[src/rtl/operand_buf.sv]
// In-order DEPTH-entry operand queue between MBR and ALU; loads visible 1 cycle later, pop frees a slot same cycle.
// ld_ready drops only when full with no pop; a dropped ld sets sticky overflow. `OPBUF_BYPASS_EN adds an empty-queue ld->out path.
module operand_buf #(
  parameter int DATA_W = 16,
  parameter int DEPTH  = 4,
  localparam int CNT_W = $clog2(DEPTH) + 1
) (
  input  logic              clk,
  input  logic              rst_n,
  input  logic              flush,
  input  logic              ld,
  input  logic [DATA_W-1:0] ld_data,
  output logic              ld_ready,
  output logic [DATA_W-1:0] out_data,
  output logic              out_valid,
  input  logic              out_pop,
  output logic [CNT_W-1:0]  count,
  output logic              overflow
);
  localparam int PTR_W = $clog2(DEPTH);

  logic [DATA_W-1:0] mem [DEPTH];
  logic [PTR_W-1:0]  wr_ptr;
  logic [PTR_W-1:0]  rd_ptr;
  logic              not_empty;
  logic              full;
  logic              byp_take;
  logic              push;
  logic              pop;

  assign not_empty = (count != '0);
  assign full      = (count == CNT_W'(DEPTH));
  assign ld_ready  = !full | out_pop;

`ifdef OPBUF_BYPASS_EN
  logic byp;
  assign byp       = !not_empty & ld;
  assign out_valid = not_empty | byp;
  assign out_data  = byp ? ld_data : mem[rd_ptr];
  // Consumer takes the operand straight off ld_data; nothing is stored.
  assign byp_take  = byp & out_pop;
`else
  assign out_valid = not_empty;
  assign out_data  = mem[rd_ptr];
  assign byp_take  = 1'b0;
`endif

  assign push = ld & ld_ready & !byp_take;
  assign pop  = out_pop & not_empty;

  always_ff @(posedge clk or negedge rst_n) begin
    if (!rst_n) begin
      for (int i = 0; i < DEPTH; i++) mem[i] <= '0;
    end else if (!flush && push) begin
      mem[wr_ptr] <= ld_data;
    end
  end

  always_ff @(posedge clk or negedge rst_n) begin
    if (!rst_n) begin
      wr_ptr   <= '0;
      rd_ptr   <= '0;
      count    <= '0;
      overflow <= 1'b0;
    end else if (flush) begin
      wr_ptr   <= '0;
      rd_ptr   <= '0;
      count    <= '0;
      overflow <= 1'b0;
    end else begin
      if (push) wr_ptr <= wr_ptr + PTR_W'(1);
      if (pop)  rd_ptr <= rd_ptr + PTR_W'(1);
      if (push && !pop)      count <= count + CNT_W'(1);
      else if (pop && !push) count <= count - CNT_W'(1);
      if (ld && !ld_ready)   overflow <= 1'b1;
    end
  end

endmodule

[config.mk]
export PLATFORM = sky130hd
export DESIGN_NAME = operand_buf
export DESIGN_NICKNAME = d
export VERILOG_FILES = /design/src/rtl/operand_buf.sv
export SDC_FILE = /design/constraint.sdc
export NUM_CORES = 1
export LEC_CHECK = 0
export BUFFER_PORTS_ARGS = -buffer_cell sky130_fd_sc_hd__buf_4
export CAP_MARGIN = 20
export CORE_AREA = 2 2 88 90
export CTS_CLUSTER_DIAMETER = 30
export DETAILED_ROUTE_END_ITERATION = 12
export DIE_AREA = 0 0 90 92
export PLACE_DENSITY = 0.71
export REMOVE_ABC_BUFFERS = 1
export SYNTH_ARGS = -nofsm -noshare
export SYNTH_HDL_FRONTEND = slang
export SYNTH_SLANG_ARGS = --single-unit
[constraint.sdc]
create_clock -name clk -period 2.2 [get_ports clk]
set_clock_uncertainty 0.15 [all_clocks]
set_input_delay 0.22 -clock clk [delete_from_list [all_inputs] [get_ports clk]]
set_output_delay 0.22 -clock clk [all_outputs]
set_load 0.05 [all_outputs]
==> summary.md, run 1 <==
| Metric | Value |
|---|---|
| Slowest-stage cell, CP | mux4_2 |
| WP data required | 1.83 ns |
| Proportion of layout cells with a drive suffix above 1 | 0.497 |
| Number of vias in the routed layout | 2032 |
| Post-route minimum period | 2.09 ns |
| Setup ws final | 0.106 ns |
| Fillers | 622 |
| Max-Cap Viols | 0 |
| Pwr/cell area | 1350 nW/um2 |
| Avg WL per Cell | 16.6 um |
| Sequential fraction of the synthesis area | 0.507 |
| Hold path startpoint | ld |
| CP Max Fanout | 16 |
| DRT Wirelength | 6450 um |
| Num rows | 32 |
| Initial antenna violation count | 0 |
| ANT nets after route | 0 |
| Post-synth cell types | 35 |
| Crit path buffers/inverters | 2 |
| Switching share of total power | 0.381 |
| DRT iter0 DRCs | 80 |
| Setup Fix Bufs, Post-CTS | 0 |
| Hold depth | 3 |
| I/O Buffers | 42 |
| Crit end category | output port |
| VDD IR max | 0.000798 V |
| Mapped cell area | 3550 um2 |
| Comb power frac | 0.482 |
| Die height | 92 um |
| Critical path's top delay family | multiplexers |
| Worst skew pair latency | 0.34 ns |
| Final hold vios | 0 |
| Pins over their slew limit | 0 |
| Type of origin of the critical path | flip-flop |
| Number of global-route vias before repair | 2223 |
| GP Congestion | 0.787 |
| Net Switching | 2230 uW |
| CP peak stage delay | 0.54 ns |
| Largest net degree at the start of global routing | 45 |
| Final instance area | 4320 um2 |
| Hold Crit Endpoint | wr_ptr[1]$_DFFE_PN0P_ |
| # setup viols final | 0 |
| Area contributors post-synth | dfrtp_1 51%, mux2_4 13%, mux4_2 10% |
| Top-area cell type share of the netlist area | 0.507 |
| Die W | 90 um |
| Post-detail-place hpwl | 4030 um |
| Setup Total Neg Slack | 0 ns |
| Post-synthesis register bit count | 72 |
| Gr ovfl total | 0 |
| Clk root buf | clkbuf_8 |
| Inst Count DP | 354 |
| Worst EP arrival | 1.72 ns |
| Static Leak | 0.00205 uW |
| Num CTS Buffers | 9 |
| Num Clock Sinks | 72 |
| PnR Total Power | 5850 uW |
| DRT Pass-1 Iters | 4 |
| # DRC | 0 |
| Final period utilization | 0.952 |
| Area of all sequential standard cells | 1800 um2 |
| H-tree Lvls | 3 |
| Crit-path cells | buf_12, mux4_2, buf_4 |
| Vias per std cell | 5.24 |
| Worst reg-to-reg path cell count | 6 |
| Fin cells | 388 |
| Max-Slew Margin vs Limit | 0.691 |
| Multi-input logic area | 1600 um2 |
| Max Fclk | 478 MHz |
| RSZ-0062 raised after global routing | no |
| Biggest area consumer among synthesized cells | dfrtp_1 |
| Core area | 7450 um2 |
| R2R Path Start | count[0]$_DFFE_PN0P_ |
| GRT Total Usage | 0.172 |
| Syn Area/Cell | 16.4 um2 |
| Hold WC Path Type | input pin to flip-flop |
| Status | complete, no violations |
| Global-route wire length before repair | 10900 um |
| Synth Instances | 216 |
| Internal power | 3620 uW |
| Leading cell type in the layout, fill and taps excluded | dfrtp_1 |
| Clock slew at reported path FFs | 0.07 ns |
| Worst R2R End | count[1]$_DFFE_PN0P_ |
| # IOs | 43 |
| Clock share of power | 0.167 |
| Clock Tree Buf Depth | 2 |
| Starting density of the core | 0.477 |
| DP Area | 3960 um2 |
| Reg2Reg Setup Slack | 0.15 ns |
| CTS tree | yes |
| Worst slack, placed | 0.118 ns |
| Diode count | 0 |
| Crit path kind | flip-flop to output port |
| Register share of total power | 0.351 |
| Worst-margin pin slew | 0.462 ns |
| Most frequent cells in the layout | 72 x dfrtp_1, 47 x buf_4, 30 x mux2_4, 26 x mux2_2, 18 x dlygate4sd3_1 |
| Die area | 8280 um2 |
| Synth Warn # | 0 |
| Layout Nets | 307 |
| Synth-to-Final Area Change | 21.7% |
==> through the flow <==
stage,utilization,hold slack [ns]
6_report,0.580,0.112
3_5_place_dp,0.532,0.0298
2_1_floorplan,-,-0.226
3_3_place_gp,0.532,0.0225
4_1_cts,0.580,0.0977
5_1_grt,0.580,0.106
==> logic make-up (layout without fill, tap and decap cells) <==
family	after synthesis	in the layout	synth area share
AOI/OAI and AO/OA	12	12	0.0222
xor gates and xnor gates	3	3	0.00740
adders and majority gates	5	5	0.0197
buffers and inverters	20	90	0.0444
DFF	72	72	0.507
muxes	82	82	0.342
and+or+nand+nor	22	22	0.0567
==> Yosys cell counts (all sizes together) <==
library cell,number
dfrtp,72
mux2,66
mux4,16
buf,11
nor2,10
inv,6
nand4b,5
ha,4
a21oi,3
clkbuf,3
nand3,2
o21ai,2
xor2,2
a221oi,1
a31oi,1
and3,1
fa,1
nand2b,1
nand3b,1
nor4b,1
o211ai,1
o21a,1
o21bai,1
o311ai,1
o31ai,1
or3,1
xnor2,1
==> metal layers <==
layer | track usage | wire (um) | part of all wire
met1 | 0.223 | 3000 | 0.47
met3 | 0.0567 | 271 | 0.042
met2 | 0.281 | 3110 | 0.48
met4 | 0.0423 | 65 | 0.010
met5 | 0 | 0 | 0
==> sequential cells by signal, summed over array words and instances (netlist names) <==
register	cells
count	3
mem	64
overflow	1
rd_ptr	2
wr_ptr	2
==> timing repair <==
action | 4_1_cts | 5_1_grt
endpoints found under the hold margin | 97 | 0
endpoints found under the setup margin | 0 | 1
resized for setup | 0 | 1
hold buffers | 18 | 0
==> worst register-to-register path, cell delays in order, from the launching register on <==
cell and delay [ns]:
dfrtp_1 0.41, nor4b_4 0.34, inv_4 0.05, and3_1 0.18, fa_2 0.52, nor2_1 0.04
mux2_2 0.26
==> worst max path at each step <==
| stage | slack (ns) | start | cells after the start | to |
|---|---|---|---|---|
| finish | 0.11 | rd_ptr[0]$_DFFE_PN0P_ | 3 | out_data[0] |
| detailed placement | 0.12 | count[1]$_DFFE_PN0P_ | 7 | count[2]$_DFFE_PN0P_ |
| global placement | 0.17 | count[1]$_DFFE_PN0P_ | 7 | count[2]$_DFFE_PN0P_ |
| CTS | 0.07 | rd_ptr[0]$_DFFE_PN0P_ | 3 | out_data[0] |
| floorplan | -0.37 | count[2]$_DFFE_PN0P_ | 7 | count[2]$_DFFE_PN0P_ |
| global route | 0.02 | rd_ptr[0]$_DFFE_PN0P_ | 3 | out_data[0] |
==> power groups by stage <==
stage                     Combinational [uW]  Clock (uW)  Sequential, uW
final                                   2820         978            2050
after global routing                    2990        1080            2110
after CTS                               2850        1010            2050
after detailed placement                2820           0            2080
after global placement                  2780           0            2060
after floorplan                         1910           0            2180
==> cell type report <==
type	instances	area share
Clock buffer	12	0.0313
Timing Repair Buffer	68	0.137
Multi-Input combinational cell	124	0.369
Tap cell	102	0.0295
Clock inverter	4	0.0104
Sequential cell	72	0.417
Inverter	6	0.00579
Note: power is estimated with default switching activity, not from simulation.
==> run 2, diff against run 1 <==
--- a/config.mk
+++ b/config.mk
@@ -7,11 +7,11 @@
 export LEC_CHECK = 0
 export BUFFER_PORTS_ARGS = -buffer_cell sky130_fd_sc_hd__buf_4
 export CAP_MARGIN = 20
-export CORE_AREA = 2 2 88 90
+export CORE_AREA = 2 2 112 114
 export CTS_CLUSTER_DIAMETER = 30
 export DETAILED_ROUTE_END_ITERATION = 12
-export DIE_AREA = 0 0 90 92
-export PLACE_DENSITY = 0.71
+export DIE_AREA = 0 0 114 116
+export PLACE_DENSITY_LB_ADDON = 0.2
 export REMOVE_ABC_BUFFERS = 1
 export SYNTH_ARGS = -nofsm -noshare
 export SYNTH_HDL_FRONTEND = slang
==> summary.md, run 2 (same netlist as run 1, synthesis figures left out) <==
| Metric | Value |
|---|---|
| Type of origin of the critical path | flip-flop |
| Die W | 114 um (+27%) |
| Largest net degree at the start of global routing | 41 (-8.9%) |
| Die height | 116 um (+26%) |
| Clock slew at reported path FFs | 0.06 ns (about the same) |
| Clock Tree Buf Depth | 2 (unchanged) |
| Setup Fix Bufs, Post-CTS | 0 (unchanged) |
| DRT Wirelength | 7160 um (+11%) |
| Setup ws final | 0.0886 ns (-0.0176 ns) |
| Fin cells | 436 (+12%) |
| Static Leak | 0.00215 uW (+4.8%) |
| DRT Pass-1 Iters | 4 (unchanged) |
| H-tree Lvls | 3 (unchanged) |
| Num CTS Buffers | 9 (unchanged) |
| ANT nets after route | 0 (unchanged) |
| Worst-margin pin slew | 0.486 ns (+0.0237 ns) |
| Worst EP arrival | 1.74 ns (+0.02 ns) |
| Pwr/cell area | 1440 nW/um2 (+6.2%) |
| Diode count | 0 (unchanged) |
| Number of global-route vias before repair | 2190 (-1.5%) |
| CP Max Fanout | 16 (unchanged) |
| Post-detail-place hpwl | 4570 um (+13%) |
| WP data required | 1.83 ns (about the same) |
| Worst slack, placed | 0.109 ns (-0.00885 ns) |
| Number of vias in the routed layout | 2032 (unchanged) |
| Final core utilization | 0.384 (-0.196) |
| Core area | 11900 um2 (+60%) |
| Gr ovfl total | 0 (unchanged) |
| GRT Total Usage | 0.122 (-0.0497) |
| CTS tree | yes |
| Layout Nets | 310 (+0.98%) |
| PnR Total Power | 6570 uW (+12%) |
| Top reg by flops | mem |
| Vias per std cell | 4.66 (-11%) |
| Starting density of the core | 0.298 (-0.179) |
| Biggest regs | mem (64), count (3) |
| Leading cell type in the layout, fill and taps excluded | dfrtp_1 |
| Max reg flops | 64 (unchanged) |
| Pins over their slew limit | 0 (unchanged) |
| Initial antenna violation count | 0 (unchanged) |
| Min Hold Slack | 0.0163 ns (-0.0959 ns) |
| Max-Slew Margin vs Limit | 0.675 (-0.0158) |
| # setup viols final | 0 (unchanged) |
| Die area | 13200 um2 (+60%) |
| # resized after CTS | 0 (unchanged) |
| DRT iter0 DRCs | 80 (unchanged) |
| Hold WC Path Type | input pin to flip-flop |
| Max-Cap Viols | 0 (unchanged) |
| Final hold vios | 0 (unchanged) |
| Crit path kind | flip-flop to output port |
| Post-route minimum period | 2.11 ns (+0.0176 ns) |
| GP Congestion | 0.753 (-4.2%) |
| Global-route wire length before repair | 11900 um (+9.0%) |
| Num rows | 40 (+25%) |
| Avg WL per Cell | 16.4 um (-1.2%) |
| Proportion of layout cells with a drive suffix above 1 | 0.509 (+0.0121) |
| Clk root buf | clkbuf_16 |
| Crit end category | output port |
| Most frequent cells in the layout | 72 x dfrtp_1, 50 x buf_4, 30 x mux2_4, 26 x mux2_2, 17 x dlygate4sd3_1 |
| Num Clock Sinks | 72 (unchanged) |
| Status | complete, no violations |
| Inst Count DP | 403 (+14%) |
| VDD IR max | 0.00110 V (+38%) |
| Max Fclk | 474 MHz (-0.83%) |
| RSZ-0062 raised after global routing | no |
| # IOs | 43 (unchanged) |
| I/O Buffers | 42 (unchanged) |
| # DRC | 0 (unchanged) |
| Worst skew pair latency | 0.33 ns (about the same) |
| Synth-to-Final Area Change | 28.8% |
| Final period utilization | 0.960 (+0.00798) |
run 2: changes by cell type in the layout (fill, tap and decap cells not counted), sizes merged:
cell / delta
dlygate4sd3: -1
clkbuf: -1
bufinv: +2
buf: +4
clkinv: -1
run 2: through the flow:
step | area, um2 | setup TNS [ns]
2_1_floorplan | 3420 | -1.02
3_3_place_gp | 4060 | 0
3_5_place_dp | 4060 | 0
4_1_cts | 4580 | 0
5_1_grt | 4580 | 0
6_report | 4580 | 0
run 2: worst max-delay path, cell delays in order, from the launching register on:
cell	delay (ns)
dfrtp_1	0.43
buf_12	0.22
mux4_2	0.54
buf_4	0.21
run 2: metal layers:
metal	up-vias	share of wire	GRT usage
met3	4	0.035	0.0450
li1	933	-	-
met2	35	0.46	0.180
met4	0	0.0081	0.0341
met5	-	0	0
met1	1060	0.50	0.169
run 2: area by class of cell:
class                   count  area, um2
multi-input cells         124       1590
well taps                 147        184
fillers                  1136       7340
inverters                   6       25.0
repair buffers             71        626
clock inverters             5        104
clock buffers              11        243
flip-flops and latches     72       1800
run 2: where the power goes:
part           internal [uW]  total (uW)  switching (uW)
clock                   1140        1690             553
combinational           1300        2830            1530
sequential              1800        2050             251
total                   4230        6570            2340
run 2: what timing repair did:
item	CTS	global route
endpoints found under the setup margin	0	1
hold buffers	17	0
endpoints found under the hold margin	91	0
run 2: path summary, 6_finish.rpt:
check | cells past startpoint | endpoint | slack [ns] | startpoint
max in group asynchronous | 3 | wr_ptr[1]$_DFFE_PN0P_ | 1.09 | rst_n
min in group asynchronous | 2 | mem[59]$_DFFE_PN0P_ | 0.23 | rst_n
worst min register to register | 1 | mem[29]$_DFFE_PN0P_ | 0.34 | mem[29]$_DFFE_PN0P_
worst max-delay path | 3 | out_data[1] | 0.09 | rd_ptr[0]$_DFFE_PN0P_
worst max register to register | 7 | count[2]$_DFFE_PN0P_ | 0.09 | count[1]$_DFFE_PN0P_
worst min-delay path | 2 | wr_ptr[0]$_DFFE_PN0P_ | 0.02 | flush
==> run 3, diff against run 2 <==
--- a/config.mk
+++ b/config.mk
@@ -5,6 +5,7 @@
 export SDC_FILE = /design/constraint.sdc
 export NUM_CORES = 1
 export LEC_CHECK = 0
+export ABC_AREA = 1
 export BUFFER_PORTS_ARGS = -buffer_cell sky130_fd_sc_hd__buf_4
 export CAP_MARGIN = 20
 export CORE_AREA = 2 2 112 114
==> summary.md, run 3 <==
| Metric | Value |
|---|---|
| Reg2Reg Setup Slack | 0.31 ns (+0.22 ns) |
| Post-synth cell types | 21 (-40%) |
| RSZ-0062 raised after global routing | no |
| Final instance area | 4280 um2 (-6.6%) |
| Fillers | 1240 (+9.2%) |
| Worst-margin pin slew | 0.457 ns (-0.0288 ns) |
| Clock slew at reported path FFs | 0.06 ns (about the same) |
| Proportion of layout cells with a drive suffix above 1 | 0.283 (-0.226) |
| Pins over their slew limit | 0 (unchanged) |
| Pwr/cell area | 1460 nW/um2 (+1.6%) |
| Worst slack, placed | 0.312 ns (+0.202 ns) |
| Global-route wire length before repair | 13300 um (+12%) |
| Setup ws final | 0.183 ns (+0.0939 ns) |
| Biggest regs | mem (64), count (3) |
| GRT Total Usage | 0.131 (+0.00952) |
| Avg WL per Cell | 14.1 um (-14%) |
| CP peak stage delay | 0.37 ns (-0.17 ns) |
| WP data required | 1.83 ns (about the same) |
| Post-route minimum period | 2.02 ns (-0.0939 ns) |
| DRT Wirelength | 8030 um (+12%) |
| VDD IR max | 0.000609 V (-45%) |
| Slowest-stage cell, CP | dfrtp_1 |
| Max-Slew Margin vs Limit | 0.695 (+0.0194) |
| DRT iter0 DRCs | 135 (+69%) |
| Top reg by flops | mem |
| Leading cell type in the layout, fill and taps excluded | nand2_1 |
| DRT Pass-1 Iters | 4 (unchanged) |
| Top cells by count, synth | 78 x nand2_1, 72 x dfrtp_1, 45 x o21ai_2, 34 x o21ai_0, 33 x nor2_1 |
| Sequential fraction of the synthesis area | 0.514 (+0.00633) |
| Post-synth EDFFs | 0 (unchanged) |
| Synth Instances | 374 (+73%) |
| Hold depth | 3 (+1) |
| Type of origin of the critical path | flip-flop |
| Final core utilization | 0.359 (-0.0252) |
| Post-synthesis register bit count | 72 (unchanged) |
| # setup viols final | 0 (unchanged) |
| Crit-path cells | inv_1, buf_4, o21ai_0, o22ai_1, buf_4 |
| Number of global-route vias before repair | 2578 (+18%) |
| Gr ovfl total | 0 (unchanged) |
| Most numerous cell in the Yosys netlist | nand2_1 |
| Crit path buffers/inverters | 3 (+1) |
| GP Congestion | 0.790 (+4.8%) |
| Critical path's top delay family | buffers and inverters |
| Area contributors post-synth | dfrtp_1 51%, o21ai_2 11%, nand2_1 8.3% |
| Top-area cell type share of the netlist area | 0.514 (+0.00633) |
| Worst reg-to-reg path cell count | 9 (+2) |
| Synth-to-Final Area Change | 21.9% |
| Final hold vios | 0 (unchanged) |
| DP Area | 3920 um2 (-3.4%) |
| Syn Area/Cell | 9.38 um2 (-43%) |
| Max reg flops | 64 (unchanged) |
| # resized after CTS | 0 (unchanged) |
| Die height | 116 um (unchanged) |
| # DRC | 0 (unchanged) |
| Die W | 114 um (unchanged) |
| H-tree Lvls | 3 (unchanged) |
| Setup Fix Bufs, Post-CTS | 0 (unchanged) |
| Biggest area consumer among synthesized cells | dfrtp_1 |
| Num CTS Buffers | 9 (unchanged) |
| CP Max Fanout | 7 (-9) |
| ANT nets after route | 0 (unchanged) |
| Num rows | 40 (unchanged) |
| Layout Nets | 442 (+43%) |
| Final period utilization | 0.917 (-0.0427) |
| Diode count | 0 (unchanged) |
| Hold WC Path Type | input pin to flip-flop |
| Hold-fix buffer count after cts | 2 (-15) |
| Clock Tree Buf Depth | 2 (unchanged) |
| Starting density of the core | 0.295 (-0.00368) |
| Number of vias in the routed layout | 2646 (+30%) |
| Synth Warn # | 0 (unchanged) |
| Crit path kind | flip-flop to output port |
| Top FF cell, synth | dfrtp_1 |
| Die area | 13200 um2 (unchanged) |
| Vias per std cell | 4.66 (about the same) |
| Critical path depth | 5 (+2) |
| Worst skew pair latency | 0.33 ns (about the same) |
| Max Fclk | 496 MHz (+4.7%) |
| # IOs | 43 (unchanged) |
| Worst EP arrival | 1.65 ns (-0.09 ns) |
| Clk root buf | clkbuf_16 |
| Post-detail-place hpwl | 5070 um (+11%) |
| Mapped cell area | 3510 um2 (-1.2%) |
| CP dominant cell by count | buf_4 |
| Static Leak | 0.00208 uW (-2.9%) |
| Initial antenna violation count | 0 (unchanged) |
| Async set-reset flop share out of synthesis | 1.00 (unchanged) |
| Max-Cap Viols | 0 (unchanged) |
| I/O Buffers | 42 (unchanged) |
| Crit end category | output port |
| Core area | 11900 um2 (unchanged) |
| PnR Total Power | 6240 uW (-5.1%) |
| CTS tree | yes |
| Status | complete, no violations |
| Largest net degree at the start of global routing | 34 (-17%) |
| Most frequent cells in the layout | 78 x nand2_1, 72 x dfrtp_1, 48 x buf_4, 45 x o21ai_2, 34 x o21ai_0 |
| Num Clock Sinks | 72 (unchanged) |
-- run 3: cell types whose count changed in the layout (fill, tap and decap cells not counted), moves of 21 or more --
cell / previous run / this run
o21ai_2: 0 / 45
inv_1: 5 / 26
o21ai_0: 2 / 34
o21ai_1: 0 / 22
nand2_1: 0 / 78
mux2_2: 26 / 0
nor2_1: 10 / 33
mux2_4: 30 / 0
-- run 3: layer usage --
layer / routed length [um] / up-vias / share of wire / GRT usage
li1: - / 1332 / - / -
met1: 3880 / 1258 / 0.48 / 0.178
met2: 3650 / 48 / 0.46 / 0.199
met3: 422 / 8 / 0.053 / 0.0481
met4: 69 / 0 / 0.0086 / 0.0358
met5: 0 / - / 0 / 0
-- run 3: path summary, 6_finish.rpt --
path / from / to
setup / recovery: rd_ptr[1]$_DFFE_PN0P_ / out_data[12]
hold / removal: ld_data[15] / mem[31]$_DFFE_PN0P_
setup reg to reg: count[1]$_DFFE_PN0P_ / count[1]$_DFFE_PN0P_
hold reg to reg: mem[41]$_DFFE_PN0P_ / mem[41]$_DFFE_PN0P_
max in group asynchronous: rst_n / mem[27]$_DFFE_PN0P_
min in group asynchronous: rst_n / mem[15]$_DFFE_PN0P_
-- run 3: cell type report --
cell class	count	area [um2]	share of cell area
sequential	72	1800	0.421
clock inverter	2	60.1	0.0140
timing repair buffer	52	420	0.0983
clock buffer	14	274	0.0641
tap	147	184	0.0430
multi-input combinational	253	1430	0.335
inverter	28	105	0.0246
-- run 3: cells by family after synthesis --
kind of cell | Yosys count | share of synthesized area
simple gates | 126 | 0.160
fa+ha+maj | 5 | 0.0200
buf+inv | 49 | 0.0788
compound gates | 122 | 0.228
flops | 72 | 0.514
-- run 3: worst min-delay path: stages --
cell and delay, ns:
buf_4 0.07, inv_1 0.07, o21ai_2 0.13
-- run 3: per-stage QoR --
stage               instances  setup TNS, ns  hold slack [ns]
global placement          550              0          0.00189
CTS                       568              0           0.0347
floorplan                 353          -4.43           -0.226
finish                    568              0           0.0481
detailed placement        550              0          0.00525
global route              568              0           0.0544
-- run 3: power breakdown --
group	leakage (uW)	internal, uW	switching [uW]	total [uW]
Combinational	0.000991	854	1700	2550
Clock	0.000163	1090	535	1620
Sequential	0.000930	1810	261	2070
Total	0.00208	3750	2490	6240
